## config.mk

```make
export PLATFORM = sky130hd
export DESIGN_NAME = irq_ctrl_flat
export DESIGN_NICKNAME = d
export VERILOG_FILES = /design/src/rtl/irq_ctrl_if.sv /design/src/rtl/irq_ctrl.sv /design/src/flat_wrapper.sv
export SDC_FILE = /design/constraint.sdc
export NUM_CORES = 1
export LEC_CHECK = 0
export BUFFER_PORTS_ARGS = -buffer_cell sky130_fd_sc_hd__buf_2
export CAP_MARGIN = 20
export CORE_MARGIN = 8
export CORE_UTILIZATION = 53
export CTS_CLUSTER_SIZE = 10
export DETAILED_ROUTE_END_ITERATION = 8
export HOLD_SLACK_MARGIN = 0.03
export PLACE_DENSITY = 0.84
export SLEW_MARGIN = 10
export SYNTH_ARGS = -nofsm -noshare
export SYNTH_HDL_FRONTEND = slang
export SYNTH_SLANG_ARGS = --single-unit
```

## constraint.sdc

```tcl
create_clock -name clk -period 4 [get_ports clk]
set_input_delay 0.8 -clock clk [delete_from_list [all_inputs] [get_ports clk]]
set_output_delay 0.8 -clock clk [all_outputs]
set_load 0.01 [all_outputs]
```

## src/rtl/irq_ctrl_if.sv

```systemverilog
// CPU-side bus and interrupt handshake bundle for irq_ctrl.
// Read data is named dout because "do" is a reserved word in SystemVerilog.
interface irq_ctrl_if;
  logic [15:0] addr;
  logic        we;
  logic [7:0]  di;
  logic [7:0]  dout;
  logic        irq;
  logic [2:0]  irq_vec;
  logic        irq_ack;

  modport master (output addr, we, di, irq_ack, input dout, irq, irq_vec);
  modport slave  (input addr, we, di, irq_ack, output dout, irq, irq_vec);
endinterface

```

## src/rtl/irq_ctrl.sv

```systemverilog
// 8-source interrupt controller: pending/enable registers, fixed priority (bit 0 highest),
// irq/ack handshake with one in-service interrupt. IRQ_EDGE_EN selects edge mode (default: level).
`ifndef ADDR_IRQ_EN
`define ADDR_IRQ_EN   16'h0040
`endif
`ifndef ADDR_IRQ_PEND
`define ADDR_IRQ_PEND 16'h0041
`endif
`ifndef ADDR_IRQ_EOI
`define ADDR_IRQ_EOI  16'h0042
`endif

module irq_ctrl (
  input  logic       clk,
  input  logic       rst,
  input  logic [7:0] irq_src,
  irq_ctrl_if.slave  bus
);
  typedef enum logic [1:0] {IDLE, REQ, SERVICE} state_t;

  state_t     state_q, state_d;
  logic [7:0] en_q, en_d;
  logic [7:0] pend_q, pend_d;
  logic [2:0] vec_q, vec_d;
  logic       irq_q, irq_d;
  logic [7:0] set, clr, active;
  logic [2:0] low_idx;
  logic       wr_en, wr_pend, wr_eoi;

`ifdef IRQ_EDGE_EN
  logic [7:0] src_q;
  always_ff @(posedge clk or posedge rst) begin
    if (rst) src_q <= '0;
    else     src_q <= irq_src;
  end
  assign set = irq_src & ~src_q;
`else
  assign set = irq_src;
`endif

  assign wr_en   = bus.we && (bus.addr == `ADDR_IRQ_EN);
  assign wr_pend = bus.we && (bus.addr == `ADDR_IRQ_PEND);
  assign wr_eoi  = bus.we && (bus.addr == `ADDR_IRQ_EOI);
  assign active  = pend_q & en_q;

  always_comb begin
    low_idx = 3'd0;
    for (int i = 7; i >= 0; i--) begin
      if (active[i]) low_idx = 3'(i);
    end
  end

  always_comb begin
    state_d = state_q;
    vec_d   = vec_q;
    en_d    = wr_en ? bus.di : en_q;
    clr     = wr_pend ? bus.di : 8'h00;
    case (state_q)
      IDLE: begin
        if (|active) begin
          vec_d   = low_idx;
          state_d = REQ;
        end
      end
      REQ: begin
        // Ack wins over withdrawal: the request was already taken by the CPU.
        if (bus.irq_ack) begin
          clr[vec_q] = 1'b1;
          state_d    = SERVICE;
        end else if (!active[vec_q]) begin
          state_d = IDLE;
        end
      end
      SERVICE: begin
        if (wr_eoi) state_d = IDLE;
      end
      default: state_d = IDLE;
    endcase
    // A new request in the same cycle as a clear keeps the bit pending.
    pend_d = (pend_q & ~clr) | set;
    irq_d  = (state_d == REQ);
  end

  always_ff @(posedge clk or posedge rst) begin
    if (rst) begin
      state_q <= IDLE;
      en_q    <= '0;
      pend_q  <= '0;
      vec_q   <= '0;
      irq_q   <= 1'b0;
    end else begin
      state_q <= state_d;
      en_q    <= en_d;
      pend_q  <= pend_d;
      vec_q   <= vec_d;
      irq_q   <= irq_d;
    end
  end

  always_comb begin
    case (bus.addr)
      `ADDR_IRQ_EN:   bus.dout = en_q;
      `ADDR_IRQ_PEND: bus.dout = pend_q;
      `ADDR_IRQ_EOI:  bus.dout = {4'b0, (state_q != IDLE), vec_q};
      default:        bus.dout = 8'h00;
    endcase
  end

  assign bus.irq     = irq_q;
  assign bus.irq_vec = vec_q;
endmodule

```

## src/flat_wrapper.sv

```systemverilog
// flat-port wrapper written by rule: the top's interface ports become plain ports
module irq_ctrl_flat 
  (clk, rst, irq_src, bus_addr, bus_we, bus_di, bus_irq_ack, bus_dout, bus_irq, bus_irq_vec);
  irq_ctrl_if bus_i ();
  input  logic clk;
  input  logic rst;
  input  logic [7:0] irq_src;
  input wire logic [$bits(bus_i.addr)-1:0] bus_addr;
  input wire logic [$bits(bus_i.we)-1:0] bus_we;
  input wire logic [$bits(bus_i.di)-1:0] bus_di;
  input wire logic [$bits(bus_i.irq_ack)-1:0] bus_irq_ack;
  output wire logic [$bits(bus_i.dout)-1:0] bus_dout;
  output wire logic [$bits(bus_i.irq)-1:0] bus_irq;
  output wire logic [$bits(bus_i.irq_vec)-1:0] bus_irq_vec;
  assign bus_i.addr = bus_addr;
  assign bus_i.we = bus_we;
  assign bus_i.di = bus_di;
  assign bus_i.irq_ack = bus_irq_ack;
  assign bus_dout = bus_i.dout;
  assign bus_irq = bus_i.irq;
  assign bus_irq_vec = bus_i.irq_vec;
  irq_ctrl u_core (.clk(clk), .rst(rst), .irq_src(irq_src), .bus(bus_i));
endmodule
```

### Word level (Yosys, flattened, before mapping)

Index checks and enable logic that the tools add are counted.

* magnitude comparators: 2
* eq/ne operators: 6
* reduce and logical (&&, ||, !) cells: 8
* mux-type cells: 21
* bitwise gates (word level): 5

Operators with widths (number)
* $eq 16x7->1 const B: 3
* $mux 3: 8
* $mux 8: 3
* $pmux 8 s3: 1
* $and 8x8->8: 2
* $or 8x8->8: 2
* $mux 2: 4
* $not 8->8: 1
* $reduce_or 8->1: 1
* $pmux 2 s3: 1
* $eq 2x1->1 const B: 2
* $logic_and 1x1->1: 4
* $lt 3x4->1 const B: 1
* $bmux 1 s3: 1
* $demux 1 s3: 1
* $ge 3x1->1 const B: 1
* $eq 2x2->1 const B: 1
* $logic_not 2->1: 1
* $mux 1: 2
* $reduce_and 2->1: 1
* $reduce_bool 2->1: 1

* output and inout port bits: 12
* input bits: 36
* register bits after elaboration: 22

### Longest topological paths before layout

* depth after elaboration: 10
* gate-level depth with buffers: 5
* mapped depth without buffers: 4

### Least setup slack after synthesis

OpenSTA, ideal clock, no wires.

* kind: input-to-output
* from: input bus_addr[10]
* to: output bus_dout[4]
* arrival: 1860 ps
* stages on the path: 4
* data required time: 3200 ps
* path slack: 1340 ps
* cells stage by stage: nor4_1 > nand4_1 > or2_2 > nor2_1

* cells in the longest elaborated chain, start to end: 2

Ends and longest elaborated chain
* start: declaration: line flat_wrapper.sv:8 `input wire logic [$bits(bus_i.addr)-1:0] bus_addr;`
* $eq 16x7->1: line irq_ctrl.sv:101 `case (bus.addr)`
* $pmux 8 s3 (*): line irq_ctrl.sv:101
* end: declaration: line flat_wrapper.sv:12 `output wire logic [$bits(bus_i.dout)-1:0] bus_dout;`

Every way passes the cells marked *; elsewhere a longest branch is shown, timed or not.

### Worst setup path in the final report

Ends and elaborated chain as after synthesis.

==> results summary <==
In this run the remaining antenna-violating nets after routing total 0. The cell leakage power came out at 0.0007904 uW. The most used flip-flop cell after synthesis is dfrtp_1. The most common cell in the synthesized netlist is dfrtp_1. After detailed routing, the number of remaining DRC violations is 0. The number of I/O port buffers came out at 47.

Yosys mapped a number of flops with a built-in enable equal to 0. The wire length of the first global-routing pass is about 6200 um. By count the netlist is led by 22 x dfrtp_1, 21 x nand2_1, 16 x nor2_1.

The sequential fraction of the synthesis area came out at about two fifths. The global placer's final weighted congestion came out at 0.9432. The total clock buffers created by CTS is 3. The worst slew margin relative to its limit is a little over two fifths. Compared with the post-synthesis result, the final layout area differs by 21.21%. The run finished with clean final reports. The die is between 60 and 70 um wide. After layout, the worst setup slack is 1065 ps.

Setup total negative slack on the finished layout was measured at 0 ps. The placement-stage worst setup slack came out at ~1100 ps. After routing the design area is 1659 um^2.

When the netlist entered floorplanning its net count stood at 190. The detail-routed net length per standard cell is between 15 and 20 um. The number of instances in the placed design is approximately 230.

The clock arrives with roughly 5.5 ps of skew. The core area is approximately 2500 um^2. The data required time of the critical path is 3200 ps. For the worst setup path, the data arrival time is roughly 2100 ps. Timing would allow up to 340.7 MHz. The worst setup path is launched from an input pin.

The die covers around 4500 um^2. The initial core utilization came out at 55.76%. dfrtp_1 takes more of the synthesized area than any other cell. The aggregate routed wire length came out at around 3700 um.

Yosys attributes the largest share of cell area to dfrtp_1 40%, mux2_2 6.6%, mux2i_1 5.9%, nand2_1 5.8%, o21ai_0 4.8%. The synthesis warning total came out at 0. The estimated wirelength of the detail-placed design is just under 3000 um. The via total after detailed routing came out at roughly 1400. The clock period could shrink to 2935 ps.

The clock transition at the register clock pins on the worst setup and hold paths after CTS came out at between 100 and 150 ps. The ratio of final minimum period to clock period came out at 73.38%. Hold repair after CTS inserted 0 buffers. The critical path in this run is classified as input pin to output pin. The initial antenna violation count is 0.

In this run the deepest clock path goes through 2 buffers. The worst hold path belongs to the class flip-flop to flip-flop. Setup repair after global routing left no endpoint under its margin. The total routing usage reported by global routing came out at ~17%.

After detailed routing, the number of vias per cell comes to 5.948. The transition time at the pin with the least slew margin is 847.9 ps. The number of optimization iterations in the first detailed-route pass is 4. The latest clock arrival within the worst-skew pair is between 300 and 400 ps. The repair_antennas step left the layout with diodes totalling 0. The worst supply voltage drop on vdd came out at about 0.00026 V. The largest fanout on the critical path is 15.

The synthesized instance count came out at 154. The worst setup path is captured at an output pin. The synthesized design contains 22 register bits.

The netlist area before placement came out at ~1400 um^2. During I/O placement, the number of pins put on the boundary was 48. The die is 66.82 um tall. The final setup violation count is 0. The number of max-cap violations is 0. CTS built an H-tree with a depth of 1.

The hold violation total from the final report is 0. Counting the fill cells in the layout gives roughly 210. For this design the ratio of total power to cell area is about 240 nW/um^2. TritonCTS built the clock tree. The share of the synthesized area in the top cell type is about two fifths.

The layout net count is roughly 240. Summing all placed instances gives a cell area of about 1600 um^2. The iteration-0 DRC count of the detailed router came out at about 110.

The floorplan has 18 rows. The share of post-route cells with drive strength above 1 came out at approximately a third. The share of flip-flops with an asynchronous set or reset came out at 100.0%. The average cell area after synthesis is approximately 8.9 um^2. After clock tree synthesis, the setup repair step added 0 buffers. The number of clock sinks came out at 22. Entering global routing, the biggest net connects 23 pins. The global route total overflow came out at 0.

The number of global-route vias before repair came out at 1441. Excluding fillers, the count of instances in the completed layout stands at 229. The tree is rooted in a clkbuf_4. The count of distinct cell types in the synthesized netlist is 32.

Once the clock tree was built, the resizer swapped 0 gates to a different size. The number of pins exceeding their max-slew limit in the final report is 0.
placed cells by master, fill, tap and decap left out, drive strengths merged, types with 2 or more instances in the layout:
master,synthesis,layout
nor2b,2,2
nand3,3,3
nor2,16,16
a21oi,9,9
o21ai,13,13
nor4b,5,5
buf,2,48
mux2i,8,8
a21boi,2,2
o31ai,3,3
nand2,21,21
inv,3,3
nor3,5,5
mux2,8,8
or2,2,2
o21bai,8,8
dfrtp,22,22
o211ai,2,2
nor4,2,2
clkbuf,5,4
a22o,4,4
final cells by class:
| cell class | count | area, um^2 | area share, % |
|---|---|---|---|
| tap | 30 | 37.54 | 2.262 |
| timing repair buffer | 48 | 242.7 | 14.63 |
| clock buffer | 4 | 36.28 | 2.187 |
| sequential | 22 | 550.5 | 33.18 |
| inverter | 3 | 11.26 | 0.6787 |
| multi-input combinational | 122 | 780.7 | 47.06 |
registers in the layout, summed over array words and instances (netlist names):
| signal | cells |
|---|---|
| u_core.pend_q | 8 |
| u_core.bus.irq_vec | 3 |
| u_core.state_q | 2 |
| u_core.bus.irq | 1 |
| u_core.en_q | 8 |
stage by stage:
stage | util (%) | power (uW) | hold slack, ps
2_1_floorplan | - | 252.1 | 525.6
3_3_place_gp | 66.11 | 273.6 | 551.2
3_5_place_dp | 66.11 | 275.0 | 564.2
4_1_cts | 67.58 | 401.7 | 594.0
5_1_grt | 67.58 | 415.2 | 607.2
6_report | 67.58 | 397.9 | 589.8
critical path, stage by stage:
cell and delay (ps):
buf_2 100, nor4_1 290, nand4_1 130, buf_4 210, or2_2 330, nor2_1 130, buf_2 140
final timing paths:
check | startpoint | to | slack, ps | depth (start not counted)
worst max-delay path | bus_addr[10] | bus_dout[4] | 1060 | 7
min in group asynchronous | rst | u_core.bus.irq_vec[0] | 640 | 2
worst min register to register | u_core.en_q[1] | u_core.en_q[1] | 590 | 1
worst max register to register | u_core.en_q[2] | u_core.bus.irq | 2290 | 3
worst min-delay path | u_core.en_q[1] | u_core.en_q[1] | 590 | 1
max in group asynchronous | rst | u_core.en_q[4] | 2840 | 2
power by group:
| part | switching [uW] | total (uW) | internal (uW) | leakage [uW] |
|---|---|---|---|---|
| Combinational | 23.6 | 45.7 | 22.1 | 0.000506 |
| Sequential | 1.77 | 225 | 223 | 0.000263 |
| Clock | 71.5 | 127 | 55.6 | 0.0000210 |
kinds of logic (layout without fill, tap and decap cells):
logic type / Yosys count / count (layout) / synth area share (%)
AO/OA/AOI/OAI: 45 / 45 / 21.39
buffers and inverters: 10 / 55 / 2.743
flip-flops: 22 / 22 / 40.22
multiplexers: 16 / 16 / 12.43
AND/OR/NAND/NOR: 61 / 61 / 23.22
metal layers:
metal  vias up  wire length (um)  GRT usage [%]
li1        650                 -              -
met1       638              1578          20.58
met2        68              1882          30.23
met3         6               238          3.859
met4         0                23          4.533
met5         -                 0              0
(Power assumes the default switching activity.)
